--- src/rtl/dcache_mem_ctrl_pkg.sv ---
// rtl/dcache_mem_ctrl_pkg.sv - shared types and helpers for the dcache miss/store controller
package dcache_mem_ctrl_pkg;

  localparam int LSQSZ = 4;

  typedef enum logic [1:0] {
    BUS_NONE  = 2'd0,
    BUS_LOAD  = 2'd1,
    BUS_STORE = 2'd2
  } bus_command_e;

  typedef enum logic [1:0] {
    BYTE   = 2'd0,
    HALF   = 2'd1,
    WORD   = 2'd2,
    DOUBLE = 2'd3
  } mem_size_e;

  typedef struct packed {
    logic             valid;
    logic             issued;
    logic [3:0]       mtag;
    logic [12:0]      block;
    logic [2:0]       offset;
    logic [1:0]       size;
    logic [LSQSZ-1:0] gnt;
  } mshr_entry_t;

  function automatic logic [63:0] size_mask(input logic [1:0] size);
    case (size)
      BYTE:    return 64'h0000_0000_0000_00ff;
      HALF:    return 64'h0000_0000_0000_ffff;
      WORD:    return 64'h0000_0000_ffff_ffff;
      default: return 64'hffff_ffff_ffff_ffff;
    endcase
  endfunction

endpackage

--- src/rtl/dcache_mem_ctrl_if.sv ---
// rtl/dcache_mem_ctrl_if.sv - dcache, LSQ and memory-bus signals of the miss/store controller
interface dcache_mem_ctrl_if;
  import dcache_mem_ctrl_pkg::*;

  logic             wb_en;
  logic [15:0]      wb_addr;
  logic [63:0]      wb_data;
  logic [1:0]       wb_size;
  logic             wr_en;
  logic [15:0]      wr_addr;
  logic [63:0]      wr_data;
  logic [1:0]       wr_size;
  logic             rd_en;
  logic [15:0]      rd_addr;
  logic [1:0]       rd_size;
  logic [LSQSZ-1:0] rd_gnt;

  logic             mem_gnt;
  logic [3:0]       mem2proc_response;
  logic [63:0]      mem2proc_data;
  logic [3:0]       mem2proc_tag;
  bus_command_e     proc2mem_command;
  logic [15:0]      proc2mem_addr;
  logic [63:0]      proc2mem_data;
  logic [1:0]       proc2mem_size;

  logic             mem_wr_en;
  logic [4:0]       mem_wr_idx;
  logic [7:0]       mem_wr_tag;
  logic [63:0]      mem_wr_data;
  logic             ld_done_en;
  logic [LSQSZ-1:0] ld_done_gnt;
  logic [63:0]      ld_done_data;
  logic             full;

  modport slave (
    input  wb_en, wb_addr, wb_data, wb_size,
    input  wr_en, wr_addr, wr_data, wr_size,
    input  rd_en, rd_addr, rd_size, rd_gnt,
    input  mem_gnt, mem2proc_response, mem2proc_data, mem2proc_tag,
    output proc2mem_command, proc2mem_addr, proc2mem_data, proc2mem_size,
    output mem_wr_en, mem_wr_idx, mem_wr_tag, mem_wr_data,
    output ld_done_en, ld_done_gnt, ld_done_data, full
  );

  modport master (
    output wb_en, wb_addr, wb_data, wb_size,
    output wr_en, wr_addr, wr_data, wr_size,
    output rd_en, rd_addr, rd_size, rd_gnt,
    output mem_gnt, mem2proc_response, mem2proc_data, mem2proc_tag,
    input  proc2mem_command, proc2mem_addr, proc2mem_data, proc2mem_size,
    input  mem_wr_en, mem_wr_idx, mem_wr_tag, mem_wr_data,
    input  ld_done_en, ld_done_gnt, ld_done_data, full
  );

endinterface

--- src/rtl/dcache_mem_ctrl_store_fifo.sv ---
// rtl/dcache_mem_ctrl_store_fifo.sv - 2-push/1-pop store FIFO with a block-address hazard match
module store_fifo #(
  parameter int DEPTH = 4
) (
  input  logic                   clk_i,
  input  logic                   rst_i,
  input  logic                   push0_en_i,
  input  logic [15:0]            push0_addr_i,
  input  logic [63:0]            push0_data_i,
  input  logic [1:0]             push0_size_i,
  input  logic                   push1_en_i,
  input  logic [15:0]            push1_addr_i,
  input  logic [63:0]            push1_data_i,
  input  logic [1:0]             push1_size_i,
  input  logic                   pop_i,
  input  logic [12:0]            match_block_i,
  output logic                   match_o,
  output logic [15:0]            head_addr_o,
  output logic [63:0]            head_data_o,
  output logic [1:0]             head_size_o,
  output logic [$clog2(DEPTH):0] count_o
);

  localparam int PW = $clog2(DEPTH);

  typedef struct packed {
    logic [15:0] addr;
    logic [63:0] data;
    logic [1:0]  size;
  } sq_entry_t;

  sq_entry_t     mem_q [DEPTH];
  logic [PW-1:0] wptr_q, wptr_d, wptr1, rptr_q, rptr_d;
  logic [PW:0]   count_q, count_d;
  logic [PW-1:0] age [DEPTH];

  // push1 lands behind push0 when both fire, so wb stays ahead of wr
  always_comb begin
    wptr1   = wptr_q + PW'(push0_en_i);
    wptr_d  = wptr1 + PW'(push1_en_i);
    rptr_d  = rptr_q + PW'(pop_i);
    count_d = count_q + (PW+1)'(push0_en_i) + (PW+1)'(push1_en_i) - (PW+1)'(pop_i);
  end

  always_ff @(posedge clk_i) begin
    if (rst_i) begin
      wptr_q  <= '0;
      rptr_q  <= '0;
      count_q <= '0;
    end else begin
      wptr_q  <= wptr_d;
      rptr_q  <= rptr_d;
      count_q <= count_d;
    end
  end

  always_ff @(posedge clk_i) begin
    if (push0_en_i) mem_q[wptr_q] <= '{addr: push0_addr_i, data: push0_data_i, size: push0_size_i};
    if (push1_en_i) mem_q[wptr1]  <= '{addr: push1_addr_i, data: push1_data_i, size: push1_size_i};
  end

  always_comb begin
    match_o = 1'b0;
    for (int i = 0; i < DEPTH; i++) begin
      age[i] = PW'(i) - rptr_q;
      if (({1'b0, age[i]} < count_q) && (mem_q[i].addr[15:3] == match_block_i)) match_o = 1'b1;
    end
  end

  assign head_addr_o = mem_q[rptr_q].addr;
  assign head_data_o = mem_q[rptr_q].data;
  assign head_size_o = mem_q[rptr_q].size;
  assign count_o     = count_q;

endmodule

--- src/rtl/dcache_mem_ctrl.sv ---
// rtl/dcache_mem_ctrl.sv - dcache miss/store controller: MSHRs, bus issue select and fill return
module dcache_mem_ctrl
  import dcache_mem_ctrl_pkg::*;
#(
  parameter int SQ_DEPTH = 4,
  parameter int MSHR_NUM = 4,
  parameter int LSQSZ    = dcache_mem_ctrl_pkg::LSQSZ
) (
  input logic              clock,
  input logic              reset,
  dcache_mem_ctrl_if.slave bus
);

  localparam int MW = $clog2(MSHR_NUM);
  localparam int CW = $clog2(SQ_DEPTH) + 1;
  localparam logic [CW-1:0] SQ_FULL_AT = CW'(SQ_DEPTH - 1);

  mshr_entry_t          mshr_q [MSHR_NUM];
  mshr_entry_t          mshr_d [MSHR_NUM];
  // older_q[i][j] set: entry j was allocated before entry i
  logic [MSHR_NUM-1:0]  older_q [MSHR_NUM];
  logic [MSHR_NUM-1:0]  older_d [MSHR_NUM];
  logic [MSHR_NUM-1:0]  valid_v, pend_v;
  logic [MW-1:0]        ld_idx, alloc_idx, ret_idx;
  logic                 ld_found, alloc_found, ret_hit;
  mshr_entry_t          ret_e;

  logic                 sq_match, sq_pop, accept;
  logic [15:0]          sq_addr;
  logic [63:0]          sq_data;
  logic [1:0]           sq_size;
  logic [CW-1:0]        sq_count;
  bus_command_e         cmd;

  logic                 mem_wr_en_q, ld_done_en_q;
  logic [4:0]           mem_wr_idx_q;
  logic [7:0]           mem_wr_tag_q;
  logic [63:0]          mem_wr_data_q, ld_done_data_q;
  logic [LSQSZ-1:0]     ld_done_gnt_q;

  store_fifo #(.DEPTH(SQ_DEPTH)) u_store_fifo (
    .clk_i         (clock),
    .rst_i         (reset),
    .push0_en_i    (bus.wb_en),
    .push0_addr_i  (bus.wb_addr),
    .push0_data_i  (bus.wb_data),
    .push0_size_i  (bus.wb_size),
    .push1_en_i    (bus.wr_en),
    .push1_addr_i  (bus.wr_addr),
    .push1_data_i  (bus.wr_data),
    .push1_size_i  (bus.wr_size),
    .pop_i         (sq_pop),
    .match_block_i (mshr_q[ld_idx].block),
    .match_o       (sq_match),
    .head_addr_o   (sq_addr),
    .head_data_o   (sq_data),
    .head_size_o   (sq_size),
    .count_o       (sq_count)
  );

  always_comb begin
    ld_found    = 1'b0;
    ld_idx      = '0;
    alloc_found = 1'b0;
    alloc_idx   = '0;
    ret_hit     = 1'b0;
    ret_idx     = '0;
    for (int i = 0; i < MSHR_NUM; i++) begin
      valid_v[i] = mshr_q[i].valid;
      pend_v[i]  = mshr_q[i].valid && !mshr_q[i].issued;
    end
    for (int i = 0; i < MSHR_NUM; i++) begin
      if (pend_v[i] && !(|(older_q[i] & pend_v))) begin
        ld_found = 1'b1;
        ld_idx   = MW'(i);
      end
      if (mshr_q[i].valid && mshr_q[i].issued && (bus.mem2proc_tag != 4'd0) &&
          (mshr_q[i].mtag == bus.mem2proc_tag)) begin
        ret_hit = 1'b1;
        ret_idx = MW'(i);
      end
    end
    for (int i = MSHR_NUM - 1; i >= 0; i--) begin
      if (!valid_v[i]) begin
        alloc_found = 1'b1;
        alloc_idx   = MW'(i);
      end
    end
  end

  assign ret_e = mshr_q[ret_idx];

  // a pending load yields to the store FIFO while any queued store hits its block
  always_comb begin
    cmd               = BUS_NONE;
    bus.proc2mem_addr = '0;
    bus.proc2mem_data = '0;
    bus.proc2mem_size = '0;
    if (bus.mem_gnt) begin
      if (ld_found && !sq_match) begin
        cmd               = BUS_LOAD;
        bus.proc2mem_addr = {mshr_q[ld_idx].block, 3'b000};
        bus.proc2mem_size = DOUBLE;
      end else if (sq_count != '0) begin
        cmd               = BUS_STORE;
        bus.proc2mem_addr = sq_addr;
        bus.proc2mem_data = sq_data;
        bus.proc2mem_size = sq_size;
      end
    end
  end

  assign bus.proc2mem_command = cmd;
  assign accept               = (cmd != BUS_NONE) && (bus.mem2proc_response != 4'd0);
  assign sq_pop               = accept && (cmd == BUS_STORE);
  assign bus.full             = (sq_count >= SQ_FULL_AT) || (&valid_v);

  always_comb begin
    mshr_d  = mshr_q;
    older_d = older_q;
    if (accept && (cmd == BUS_LOAD)) begin
      mshr_d[ld_idx].issued = 1'b1;
      mshr_d[ld_idx].mtag   = bus.mem2proc_response;
    end
    if (ret_hit) begin
      mshr_d[ret_idx].valid  = 1'b0;
      mshr_d[ret_idx].issued = 1'b0;
    end
    if (bus.rd_en && alloc_found) begin
      mshr_d[alloc_idx] = '{valid: 1'b1, issued: 1'b0, mtag: 4'd0, block: bus.rd_addr[15:3],
                            offset: bus.rd_addr[2:0], size: bus.rd_size, gnt: bus.rd_gnt};
      older_d[alloc_idx] = valid_v;
      for (int j = 0; j < MSHR_NUM; j++) older_d[j][alloc_idx] = 1'b0;
    end
  end

  always_ff @(posedge clock) begin
    if (reset) begin
      for (int i = 0; i < MSHR_NUM; i++) begin
        mshr_q[i]  <= '0;
        older_q[i] <= '0;
      end
    end else begin
      mshr_q  <= mshr_d;
      older_q <= older_d;
    end
  end

  always_ff @(posedge clock) begin
    if (reset) begin
      mem_wr_en_q    <= 1'b0;
      mem_wr_idx_q   <= '0;
      mem_wr_tag_q   <= '0;
      mem_wr_data_q  <= '0;
      ld_done_en_q   <= 1'b0;
      ld_done_gnt_q  <= '0;
      ld_done_data_q <= '0;
    end else begin
      mem_wr_en_q  <= ret_hit;
      ld_done_en_q <= ret_hit;
      if (ret_hit) begin
        mem_wr_idx_q   <= ret_e.block[4:0];
        mem_wr_tag_q   <= ret_e.block[12:5];
        mem_wr_data_q  <= bus.mem2proc_data;
        ld_done_gnt_q  <= ret_e.gnt;
        ld_done_data_q <= (bus.mem2proc_data >> {ret_e.offset, 3'b000}) & size_mask(ret_e.size);
      end
    end
  end

  assign bus.mem_wr_en    = mem_wr_en_q;
  assign bus.mem_wr_idx   = mem_wr_idx_q;
  assign bus.mem_wr_tag   = mem_wr_tag_q;
  assign bus.mem_wr_data  = mem_wr_data_q;
  assign bus.ld_done_en   = ld_done_en_q;
  assign bus.ld_done_gnt  = ld_done_gnt_q;
  assign bus.ld_done_data = ld_done_data_q;

endmodule

--- src/flat_wrapper.sv ---
// flat-port wrapper written by rule: the top's interface ports become plain ports
module dcache_mem_ctrl_flat import dcache_mem_ctrl_pkg::*;
#(
  parameter int SQ_DEPTH = 4,
  parameter int MSHR_NUM = 4,
  parameter int LSQSZ    = dcache_mem_ctrl_pkg::LSQSZ
)
  (clock, reset, bus_wb_en, bus_wb_addr, bus_wb_data, bus_wb_size, bus_wr_en, bus_wr_addr, bus_wr_data, bus_wr_size, bus_rd_en, bus_rd_addr, bus_rd_size, bus_rd_gnt, bus_mem_gnt, bus_mem2proc_response, bus_mem2proc_data, bus_mem2proc_tag, bus_proc2mem_command, bus_proc2mem_addr, bus_proc2mem_data, bus_proc2mem_size, bus_mem_wr_en, bus_mem_wr_idx, bus_mem_wr_tag, bus_mem_wr_data, bus_ld_done_en, bus_ld_done_gnt, bus_ld_done_data, bus_full);
  dcache_mem_ctrl_if bus_i ();
  input logic clock;
  input logic reset;
  input wire logic [$bits(bus_i.wb_en)-1:0] bus_wb_en;
  input wire logic [$bits(bus_i.wb_addr)-1:0] bus_wb_addr;
  input wire logic [$bits(bus_i.wb_data)-1:0] bus_wb_data;
  input wire logic [$bits(bus_i.wb_size)-1:0] bus_wb_size;
  input wire logic [$bits(bus_i.wr_en)-1:0] bus_wr_en;
  input wire logic [$bits(bus_i.wr_addr)-1:0] bus_wr_addr;
  input wire logic [$bits(bus_i.wr_data)-1:0] bus_wr_data;
  input wire logic [$bits(bus_i.wr_size)-1:0] bus_wr_size;
  input wire logic [$bits(bus_i.rd_en)-1:0] bus_rd_en;
  input wire logic [$bits(bus_i.rd_addr)-1:0] bus_rd_addr;
  input wire logic [$bits(bus_i.rd_size)-1:0] bus_rd_size;
  input wire logic [$bits(bus_i.rd_gnt)-1:0] bus_rd_gnt;
  input wire logic [$bits(bus_i.mem_gnt)-1:0] bus_mem_gnt;
  input wire logic [$bits(bus_i.mem2proc_response)-1:0] bus_mem2proc_response;
  input wire logic [$bits(bus_i.mem2proc_data)-1:0] bus_mem2proc_data;
  input wire logic [$bits(bus_i.mem2proc_tag)-1:0] bus_mem2proc_tag;
  output wire logic [$bits(bus_i.proc2mem_command)-1:0] bus_proc2mem_command;
  output wire logic [$bits(bus_i.proc2mem_addr)-1:0] bus_proc2mem_addr;
  output wire logic [$bits(bus_i.proc2mem_data)-1:0] bus_proc2mem_data;
  output wire logic [$bits(bus_i.proc2mem_size)-1:0] bus_proc2mem_size;
  output wire logic [$bits(bus_i.mem_wr_en)-1:0] bus_mem_wr_en;
  output wire logic [$bits(bus_i.mem_wr_idx)-1:0] bus_mem_wr_idx;
  output wire logic [$bits(bus_i.mem_wr_tag)-1:0] bus_mem_wr_tag;
  output wire logic [$bits(bus_i.mem_wr_data)-1:0] bus_mem_wr_data;
  output wire logic [$bits(bus_i.ld_done_en)-1:0] bus_ld_done_en;
  output wire logic [$bits(bus_i.ld_done_gnt)-1:0] bus_ld_done_gnt;
  output wire logic [$bits(bus_i.ld_done_data)-1:0] bus_ld_done_data;
  output wire logic [$bits(bus_i.full)-1:0] bus_full;
  assign bus_i.wb_en = bus_wb_en;
  assign bus_i.wb_addr = bus_wb_addr;
  assign bus_i.wb_data = bus_wb_data;
  assign bus_i.wb_size = bus_wb_size;
  assign bus_i.wr_en = bus_wr_en;
  assign bus_i.wr_addr = bus_wr_addr;
  assign bus_i.wr_data = bus_wr_data;
  assign bus_i.wr_size = bus_wr_size;
  assign bus_i.rd_en = bus_rd_en;
  assign bus_i.rd_addr = bus_rd_addr;
  assign bus_i.rd_size = bus_rd_size;
  assign bus_i.rd_gnt = bus_rd_gnt;
  assign bus_i.mem_gnt = bus_mem_gnt;
  assign bus_i.mem2proc_response = bus_mem2proc_response;
  assign bus_i.mem2proc_data = bus_mem2proc_data;
  assign bus_i.mem2proc_tag = bus_mem2proc_tag;
  assign bus_proc2mem_command = bus_i.proc2mem_command;
  assign bus_proc2mem_addr = bus_i.proc2mem_addr;
  assign bus_proc2mem_data = bus_i.proc2mem_data;
  assign bus_proc2mem_size = bus_i.proc2mem_size;
  assign bus_mem_wr_en = bus_i.mem_wr_en;
  assign bus_mem_wr_idx = bus_i.mem_wr_idx;
  assign bus_mem_wr_tag = bus_i.mem_wr_tag;
  assign bus_mem_wr_data = bus_i.mem_wr_data;
  assign bus_ld_done_en = bus_i.ld_done_en;
  assign bus_ld_done_gnt = bus_i.ld_done_gnt;
  assign bus_ld_done_data = bus_i.ld_done_data;
  assign bus_full = bus_i.full;
  dcache_mem_ctrl #(.SQ_DEPTH(SQ_DEPTH), .MSHR_NUM(MSHR_NUM), .LSQSZ(LSQSZ)) u_core (.clock(clock), .reset(reset), .bus(bus_i));
endmodule
--- config.mk ---
export PLATFORM = sky130hd
export DESIGN_NAME = dcache_mem_ctrl_flat
export DESIGN_NICKNAME = d
export VERILOG_FILES = /design/src/rtl/dcache_mem_ctrl_pkg.sv /design/src/rtl/dcache_mem_ctrl_if.sv /design/src/rtl/dcache_mem_ctrl_store_fifo.sv /design/src/rtl/dcache_mem_ctrl.sv /design/src/flat_wrapper.sv
export SDC_FILE = /design/constraint.sdc
export NUM_CORES = 1
export LEC_CHECK = 0
export CELL_PAD_IN_SITES_DETAIL_PLACEMENT = 1
export CELL_PAD_IN_SITES_GLOBAL_PLACEMENT = 1
export CORE_MARGIN = 3
export CORE_UTILIZATION = 43
export CTS_BUF_LIST = sky130_fd_sc_hd__clkbuf_16
export DETAILED_ROUTE_END_ITERATION = 16
export PLACE_DENSITY_LB_ADDON = 0.05
export SYNTH_ARGS = -nofsm -noshare
export SYNTH_HDL_FRONTEND = slang
export SYNTH_SLANG_ARGS = --single-unit
--- constraint.sdc ---
create_clock -name clock -period 8.8 [get_ports clock]
set_clock_uncertainty 0.15 [all_clocks]
set_input_delay 1.76 -clock clock [delete_from_list [all_inputs] [get_ports clock]]
set_output_delay 1.76 -clock clock [all_outputs]
set_load 0.02 [all_outputs]
Yosys cells after proc, flatten, opt, wreduce, memory -nomap -nowiden
Memories as Yosys holds them, arrays and structs flattened. A register that Yosys moved wholly into a read port is not among the register bits.
Cells that the tools add are included.

word-level totals
  flip-flop bits (word level) = 281
  bits in writable memories = 328
  input port bits = 264
  output and inout port bits = 232
  word-level logic and storage cells = 219
  memories = 1

cells by class
  $add $sub $neg = 10
  order comparisons = 13
  equality and inequality tests = 12
  shifts and indexed selects = 1
  multiplexer cells = 75
  bitwise logic cells = 13
  reduce and logical (&&, ||, !) cells = 53

memories
  name                       depth  width  rd ports  clocked after Yosys merged registers in  wr ports  RTL line                          source
  u_core.u_store_fifo.mem_q  4      82     5         1                                        2         dcache_mem_ctrl_store_fifo.sv:32  sq_entry_t mem_q [DEPTH];

operator list
  cell                count
  $bwmux 112          5
  $mux 112            3
  $mux 64             5
  $demux 28 s2        5
  $pmux 64 s3         1
  $bmux 28 s2         2
  $mux 22             4
  $and 64x64->64      1
  $shr 64x6->64       1
  $mux 28             2
  $mux 27             2
  $eq 13x13->1        4
  $mux 16             3
  $logic_and 1x1->1   33
  $and 4x4->4         8
  $mux 2              15
  $mux 26             1
  $mux 1              23
  $bwmux 16           1
  $eq 4x4->1          4
  $reduce_or 4->1     4
  $lt 2x3->1          4
  $ge 3x3->1 const B  3
  $logic_not 1->1     9
  22 further kinds    34

Depth between registers and ports, before layout
  depth in word-level cells = 32
  mapped depth = 22

Cells and area by module
From an unflattened synthesis, not the netlist that was laid out.

second synthesis, totals
  cell total of the unflattened synthesis = 2565
  area total of the unflattened synthesis = 30138.9 sq um

by module, submodules not included
  module           times used  cells each  area an instance (sq um)
  store_fifo       1           921         16884.9
  dcache_mem_ctrl  1           1644        13254.0

Worst setup path before layout
OpenSTA, ideal clock, no wires.

  path type = input to register
  start point = input port bus_wb_en
  end point = memory u_core.u_store_fifo.mem_q[0][0] (netlist bit) (enable)
  arrival = 6.096 ns
  data required time = 8.099 ns
  slack = 2.003 ns
  stages on the path = 3
  path buffers = 0
  cells stage by stage = ha_1 -> nand2b_1 -> o22ai_1

RTL lines
  what         RTL line                          source
  from (decl)  flat_wrapper.sv:12                input wire logic [$bits(bus_i.wb_en)-1:0] bus_wb_en;
  to (decl)    dcache_mem_ctrl_store_fifo.sv:32

Worst setup path in the final report
  start point = register u_core.mshr_q[55] (netlist bit)
  end point = output port bus_proc2mem_addr[9]

between the ends
  word-level cells in the longest chain between the ends = 22
  elaborated cells between the ends (all ways) = 44
  classes of those cells = eq/ne (4); mux (16); bitwise (5); reduce/logical (19)

ends and longest elaborated chain
  what                                        RTL line                                       source
  from (decl)                                 dcache_mem_ctrl.sv:18                          mshr_entry_t mshr_q [MSHR_NUM];
  from (signal assigned)                      dcache_mem_ctrl.sv:144                         mshr_q <= mshr_d;
  $logic_and 1x1->1 *                         dcache_mem_ctrl.sv:70                          pend_v[i] = mshr_q[i].valid && !mshr_q[i].issued;
  $and 4x4->4                                 dcache_mem_ctrl.sv:73                          if (pend_v[i] && !(|(older_q[i] & pend_v))) begin
  $reduce_or 4->1                             dcache_mem_ctrl.sv:73
  $logic_not 1->1                             dcache_mem_ctrl.sv:73
  $logic_and 1x1->1                           dcache_mem_ctrl.sv:73
  $mux 1                                      dcache_mem_ctrl.sv:73
  $mux 2 (2 in a row)                         dcache_mem_ctrl.sv:73
  $not 2->3 (implied by the code)             dcache_mem_ctrl.sv:53, dcache_mem_ctrl.sv:102
  $bmux 28 s2                                 dcache_mem_ctrl.sv:53, dcache_mem_ctrl.sv:102
  $mux 22 (implied by the code) (2 in a row)  dcache_mem_ctrl.sv:53, dcache_mem_ctrl.sv:102
  $eq 13x13->1                                dcache_mem_ctrl_store_fifo.sv:66               if (({1'b0, age[i]} < count_q) && (mem_q[i].addr[15:3] == match_block_i)) match_o = 1'b1;
  $logic_and 1x1->1                           dcache_mem_ctrl_store_fifo.sv:66
  $mux 1 (4 in a row)                         dcache_mem_ctrl_store_fifo.sv:66
  $logic_not 1->1                             dcache_mem_ctrl.sv:100                         if (ld_found && !sq_match) begin
  $logic_and 1x1->1                           dcache_mem_ctrl.sv:100
  $mux 16 *                                   dcache_mem_ctrl.sv:100
  $mux 16 *                                   dcache_mem_ctrl.sv:99                          if (bus.mem_gnt) begin
  to (decl)                                   flat_wrapper.sv:29                             output wire logic [$bits(bus_i.proc2mem_addr)-1:0] bus_proc2mem_addr;

Every way passes the cells marked *; elsewhere a longest branch is shown, timed or not. The select of a mux whose other input is x is not followed.

==> results.json <==
{
  "run_status": "finished clean",
  "ys_top_cells_by_area": "edfxtp_1, dfxtp_1, mux2_2, mux4_2, nand2_1",
  "dpl_cell_area_um2": 36600,
  "crit_end": "bus_proc2mem_addr[9]",
  "synth_ff_type": "edfxtp_1",
  "drt-initial-drc-count": 2011,
  "timing.critical_path.depth": 13,
  "cts_htree_levels": 3,
  "fin_total_pwr_mw": 8.46,
  "final_area_um2": 38800,
  "critPathLaunchType": "flip-flop",
  "worst_pin_slew_ps": 1200,
  "path_delay_family": "simple AND/OR/NAND/NOR gates",
  "synthArstFlopShare_pct": 0,
  "r2r_slack_ps": 2310,
  "cp_max_fo": 30,
  "clk_latency_ps": 630,
  "die-area_um2": 74500,
  "rsz0062_at_grt": "no",
  "dr_total_vias": 25300,
  "p_leak_nw": 13.0,
  "cts-root-buf": "clkbuf_16",
  "post_cts_resized": 0,
  "setup_tns_ps": 0,
  "rows": 97,
  "die_y_um": 273,
  "ys_warn_count": 0,
  "relSlewSlack_pct": 19.7,
  "routedWlPerCell_um": 28.9,
  "register_area_um2": 15500,
  "core_area_um2": 70300,
  "vdd_drop_max_mv": 0.205,
  "ios": 496,
  "yosysUniqueCellTypes": 76,
  "syn_avg_cell_area_um2": 11.0,
  "initial_utilization_pct": 43.6,
  "nets": 3476,
  "synth_area_um2": 30600,
  "drv_slew": 0,
  "drc": 0,
  "multi_input_area_um2": 14300,
  "utilization_pct": 55.2,
  "cts_tree": "yes",
  "grt_overflow": 0,
  "cts_hold_buf": 0,
  "yosysTopAreaCellShare_pct": 32.2,
  "synth_edf_count": 328,
  "p_per_area_nw_per_um2": 218,
  "hold_viol": 0,
  "clock_path_buffers": 3,
  "setup_viol": 0,
  "end_kind": "primary output",
  "worstPathArrival_ps": 6340,
  "antenna_found_initial": 22,
  "grt_max_degree": 98,
  "vias_per_cell": 6.01,
  "period_share_pct": 93.7,
  "firstDrtPassIters": 8,
  "r2r_end": "u_core.u_store_fifo.count_o[2]",
  "clkSlewWorstSetupHoldPaths_ps": 50,
  "fin_crit_ps": 8250,
  "holdWs_ps": 300,
  "gp_congestion": 0.970,
  "synthCells": 2776,
  "routed_wl_um": 122000,
  "area_growth_pct": 26.7,
  "r2r_cells": 18,
  "synth_fp_nets": 3051,
  "crit_path_start": "u_core.mshr_q[55]",
  "cts_buffers": 70,
  "ys_ff_latch": 609,
  "ant_nets": 0,
  "crit_buf_inv": 3,
  "crit_chain": "nand3b_1 -> and4_1 -> buf_4 -> a2111oi_0 -> or3_1 -> o21ai_0 -> or4_1 -> or4_4 -> and3_1 -> a21o_2 -> buf_4 -> o22ai_1 -> clkdlybuf4s50_1",
  "ys_seq_area_share_pct": 50.5,
  "die_x_um": 273,
  "required_ps": 6890,
  "n_fill_cell": 7302,
  "grt_pass1_wl_um": 178000,
  "synth_top_area_cell": "edfxtp_1",
  "min-delay-path-class": "flip-flop to flip-flop",
  "path_common_cell": "buf_4",
  "dp_hpwl_um": 85200,
  "clock-sinks": 609,
  "first_global_vias": 26500,
  "cp_slowest_cell": "a2111oi_0",
  "cap_viol_max_count": 0,
  "drive_gt1_share_pct": 18.7,
  "cts_setup_buffers": 0,
  "track_usage_pct": 31.7,
  "fmax_mhz": 121,
  "critical-path-max-stage-delay_ps": 830,
  "regToRegStartpoint": "u_core.mshr_q[55]",
  "portBuffers": 495,
  "critPathKind": "flip-flop to primary output"
}
## tightest hold or removal path, delay by kind of cell, from the launching register on
| family | cells | cell delay, ps |
|---|---|---|
| DFF | 1 | 300 |
| and+or+nand+nor | 1 | 50 |
| AOI/OAI and AO/OA | 1 | 50 |
## layer usage
metal,share of wire (%),wire length (um),global-route usage [%]
met1,41,49800,41.2
met2,48,58000,51.8
met3,6.8,8300,6.53
met4,4.5,5540,13.0
met5,0.076,93,0
## cell usage in the layout, fill, tap and decap left out, types with 71 or more instances in the layout
cell,instances
clkdlybuf4s50_1,494
nand2_1,456
mux2_2,345
edfxtp_1,328
dfxtp_1,279
a21oi_1,181
nor2_1,96
inv_1,85
o21ai_0,84
mux4_2,82
nor2b_1,76
mux2i_1,74
clkbuf_16,71
## synth_stat cells, types with 6 or more instances
| library cell | instances |
|---|---|
| a2111oi_0 | 19 |
| a211oi_1 | 23 |
| a21oi_1 | 182 |
| a221o_1 | 17 |
| a221oi_1 | 9 |
| a222oi_1 | 6 |
| a22o_1 | 13 |
| a22oi_1 | 35 |
| a2bb2oi_1 | 12 |
| a31oi_1 | 21 |
| a32o_1 | 6 |
| a41oi_1 | 9 |
| and2_1 | 17 |
| buf_1 | 15 |
| buf_2 | 23 |
| clkbuf_1 | 150 |
| dfxtp_1 | 281 |
| edfxtp_1 | 328 |
| ha_1 | 9 |
| inv_1 | 67 |
| mux2_2 | 345 |
| mux2i_1 | 74 |
| mux4_2 | 82 |
| nand2_1 | 457 |
| nand2b_1 | 6 |
| nand3_1 | 46 |
| nand3b_1 | 13 |
| nand4_1 | 19 |
| nor2_1 | 103 |
| nor2b_1 | 77 |
| nor3_1 | 43 |
| nor4_1 | 9 |
| o211ai_1 | 12 |
| o21a_1 | 14 |
| o21ai_0 | 85 |
| o221ai_1 | 11 |
| o22ai_1 | 33 |
| or3_1 | 12 |
| or4_1 | 6 |
| xnor2_1 | 7 |
| xor2_1 | 11 |
## kinds of logic after synthesis
family / count (synthesis) / share of synthesized area, %
compound gates: 543 / 11.6
flops: 609 / 50.5
mux: 501 / 21.1
xor+xnor: 18 / 0.515
fa+ha+maj: 11 / 0.498
simple gates: 835 / 12.4
buf+inv: 259 / 3.34
## metrics by stage
step	instances	worst slack, ps
2_1_floorplan	2776	2000
3_3_place_gp	4069	1380
3_5_place_dp	4069	1300
4_1_cts	4195	621
5_1_grt	4203	180
6_report	4210	553
## final cells by class
cell class                 instances  share of cell area (%)
tap                              940                    3.03
timing repair buffer             545                    13.7
inverter                          67                   0.648
antenna                           15                  0.0967
sequential                       609                    39.9
clock inverter                    55                    1.15
clock buffer                      71                    4.58
multi-input combinational       1908                    36.9
## power by group
part / switching, mW / total (mW) / leakage, nW / internal, mW
sequential: 0.211 / 3.58 / 5.34 / 3.37
clock: 1.25 / 2.88 / 1.16 / 1.62
combinational: 1.08 / 2.00 / 6.54 / 0.926
## how the worst min path moves through the flow
| stage | startpoint | to | slack [ps] | cells after the start |
|---|---|---|---|---|
| 6_report | u_core.bus.mem_wr_data[13] | u_core.bus.mem_wr_data[13] | 300 | 2 |
| 5_1_grt | u_core.bus.mem_wr_data[60] | u_core.bus.mem_wr_data[60] | 320 | 2 |
| 4_1_cts | u_core.bus.mem_wr_data[13] | u_core.bus.mem_wr_data[13] | 300 | 2 |
| 3_5_place_dp | u_core.bus.mem_wr_data[60] | u_core.bus.mem_wr_data[60] | 300 | 2 |
| 3_3_place_gp | u_core.mshr_q[87] | u_core.mshr_q[87] | 290 | 2 |
| 2_1_floorplan | u_core.older_q[3] | u_core.older_q[3] | 280 | 1 |
## registers in the layout (all words and copies together) (netlist names)
| signal | count |
|---|---|
| u_core.bus.mem_wr_idx | 5 |
| u_core.older_q | 16 |
| u_core.u_store_fifo.rptr_q | 2 |
| u_core.bus.mem_wr_en | 1 |
| u_core.u_store_fifo.mem_q | 328 |
| u_core.bus.mem_wr_tag | 8 |
| u_core.u_store_fifo.wptr_q | 2 |
| u_core.mshr_q | 112 |
| u_core.bus.ld_done_gnt | 4 |
| u_core.bus.mem_wr_data | 64 |
| u_core.u_store_fifo.count_o | 3 |
| u_core.bus.ld_done_data | 64 |
(Power assumes the default switching activity.)
==> RTL change, RTL diff (same flow settings) <==
`MSHR_NUM` is set to 4 in 2 places; all go to 2.
--- a/src/rtl/dcache_mem_ctrl.sv
+++ b/src/rtl/dcache_mem_ctrl.sv
@@ -3,7 +3,7 @@
   import dcache_mem_ctrl_pkg::*;
 #(
   parameter int SQ_DEPTH = 4,
-  parameter int MSHR_NUM = 4,
+  parameter int MSHR_NUM = 2,
   parameter int LSQSZ    = dcache_mem_ctrl_pkg::LSQSZ
 ) (
   input logic              clock,
--- a/src/flat_wrapper.sv
+++ b/src/flat_wrapper.sv
@@ -2,7 +2,7 @@
 module dcache_mem_ctrl_flat import dcache_mem_ctrl_pkg::*;
 #(
   parameter int SQ_DEPTH = 4,
-  parameter int MSHR_NUM = 4,
+  parameter int MSHR_NUM = 2,
   parameter int LSQSZ    = dcache_mem_ctrl_pkg::LSQSZ
 )
   (clock, reset, bus_wb_en, bus_wb_addr, bus_wb_data, bus_wb_size, bus_wr_en, bus_wr_addr, bus_wr_data, bus_wr_size, bus_rd_en, bus_rd_addr, bus_rd_size, bus_rd_gnt, bus_mem_gnt, bus_mem2proc_response, bus_mem2proc_data, bus_mem2proc_tag, bus_proc2mem_command, bus_proc2mem_addr, bus_proc2mem_data, bus_proc2mem_size, bus_mem_wr_en, bus_mem_wr_idx, bus_mem_wr_tag, bus_mem_wr_data, bus_ld_done_en, bus_ld_done_gnt, bus_ld_done_data, bus_full);
Function: changed (a bounded check fails within 4 cycles, from zero or initial values and one cycle with reset high).
==> RTL change against the unedited design <==
Setup slack better by 0.50 ns; sequential power fell by 9.2%; largest power group unchanged; sequential cell count fell by 68; final cell count is 14% lower; core utilization increased by 0.60 points; wire length fell by 19%; global-route usage is 2.6 points lower; area after synthesis down 11%; die area fell by 11%; design area down 10%; sequential share of layout area rose by 0.72 points; critical path depth decreased by 3; power decreased by 13%.
==> RTL change: results (changes against the unedited design) <==
STA
  – WHS: 0.298 ns (-0.00160 ns)
  – Final critical-path share of the clock period: 0.881 (-0.0563)
  – Max-slew headroom at the worst pin: 0.267 (+0.0700)

Placement
  – Total placed instance area: 33000 sq um (-9.9%)
  – Detailed placer's ending HPWL: 69800 um (-18%)
  – Final estimated routing congestion in global placement: 0.921 (-5.0%)
  – Post-placement setup slack: 1.73 ns (+0.431 ns)

Worst setup path
  – Slowest cell on crit path: o31a_2
  – Arr. time, crit path: 5.84 ns (-0.50 ns)
  – Maximum net fanout on the critical path: 55 (+83%)
  – Critical path's largest stage delay: 0.90 ns (+0.07 ns)
  – Register-to-register path setup slack: 3.02 ns (+0.71 ns)

Finish
  – Final #Nets: 3000 (-14%)
  – Register with the most flip-flops: u_core.u_store_fifo.mem_q
  – Share of post-route cells with drive strength above 1: 0.196 (+0.00937)
  – Flip-flop count of the largest register, all copies and words added: 328 (unchanged)
  – Filler cells: 6455 (-12%)

Synthesis
  – Most used flip-flop cell after synthesis: edfxtp_1
  – Synthesized Nets: 2593 (-15%)
  – Top cells by area, synth: edfxtp_1 (36%), dfxtp_1 (16%), mux2_2 (14%)
  – Leading cell types by count after synthesis: mux2_2 (331), nand2_1 (331), edfxtp_1 (328), dfxtp_1 (213), a21oi_1 (166)
  – Distinct cell type count after synthesis: 73 (-3.9%)
  – Share of the yosys chip area belonging to registers: 0.517 (+0.0119)

GRT
  – Wire length of the first global-routing pass: 146000 um (-18%)
  – Total routing usage reported by global routing: 0.291 (-0.0263)
  – Antenna violations before repair: 24 (+9.1%)
  – Met1 usage in global routing: 0.370 (-0.0423)
  – Via count of the first global-routing pass: 22100 (-17%)
  – Met3 usage: 0.0652 (-0.000105)
  – Largest net degree at the start of global routing: 117 (+19%)
  – Routing usage on met2: 0.479 (-0.0395)

CTS
  – Longest Clk Path Bufs: 3 (unchanged)
  – CTS HTree Levels: 2 (-1)
  – Number of buffers inserted during clock tree synthesis: 59 (-16%)
  – Number of resized instances in the post-cts repair step: 0 (unchanged)
  – Clock tree root buffer cell: clkbuf_16
  – Total setup buffers inserted after CTS: 0 (unchanged)

Power and ir drop
  – Share of power burned in registers: 0.440 (+0.017)
  – Leakage: 12.0 nW (-7.8%)
  – Largest voltage drop on the vdd net: 0.172 mV (-16%)
  – Clock network fraction of total power: 0.314 (-0.026)
  – Flip-flop and latch power: 3.25 mW (-9.2%)
  – Net Sw Frac: 0.299 (-0.00178)

Outcome
  – Run status: completed

Worst hold path
  – Type of the most critical hold path: register to register

Route
  – DR iter-0 viols: 1588 (-21%)
  – Via density per instance: 5.78 (-3.9%)
  – Number of detailed-routing iterations run before antenna repair: 5 (-3)
  – Wire length per cell after detailed routing: 27.4 um (-5.4%)
RTL change: cell count changes after synthesis, sizes merged, moves of 24 or more:
cell / before / now
nor2b: 77 / 25
dfxtp: 281 / 213
nand2: 457 / 332
o21ai: 87 / 14
and2: 17 / 86
nand3: 46 / 22
RTL change: path summary, 6_finish.rpt:
path / end / depth (start not counted) / startpoint
max: bus_proc2mem_data[49] / 10 / u_core.mshr_q[27]
min: u_core.bus.mem_wr_data[49] / 2 / u_core.bus.mem_wr_data[49]
max reg2reg: u_core.u_store_fifo.count_o[2] / 14 / u_core.mshr_q[27]
min reg2reg: u_core.bus.mem_wr_data[49] / 2 / u_core.bus.mem_wr_data[49]
RTL change: cell type report:
cell class                      count  share of cell area
Clock buffer                       59              0.0425
Sequential cell                   541               0.406
Tap cell                          837              0.0301
Clock inverter                     51             0.00914
Inverter                           52             0.00561
Timing Repair Buffer              522               0.149
Multi-Input combinational cell   1549               0.357
Antenna cell                       13            0.000935
RTL change: kinds of logic (layout without fill, tap and decap cells):
logic type / after synthesis / after routing / share of synthesized area
other: 0 / 13 / 0
adders and majority gates: 11 / 11 / 0.00559
and+or+nand+nor: 631 / 631 / 0.106
xor gates and xnor gates: 45 / 45 / 0.0144
DFF: 541 / 541 / 0.517
AOI/OAI and AO/OA: 364 / 364 / 0.0889
buffers and inverters: 228 / 684 / 0.0329
muxes: 498 / 498 / 0.235
RTL change: routing by layer:
layer	routed length, um	share of wire
met1	40300	0.41
met2	48000	0.48
met3	6280	0.063
met4	4380	0.044
met5	182	0.0018
RTL change: through the flow:
stage           util  cells
5_1_grt        0.558   3618
4_1_cts        0.558   3611
3_3_place_gp   0.529   3501
6_report       0.558   3624
3_5_place_dp   0.529   3501
2_1_floorplan      -   2318
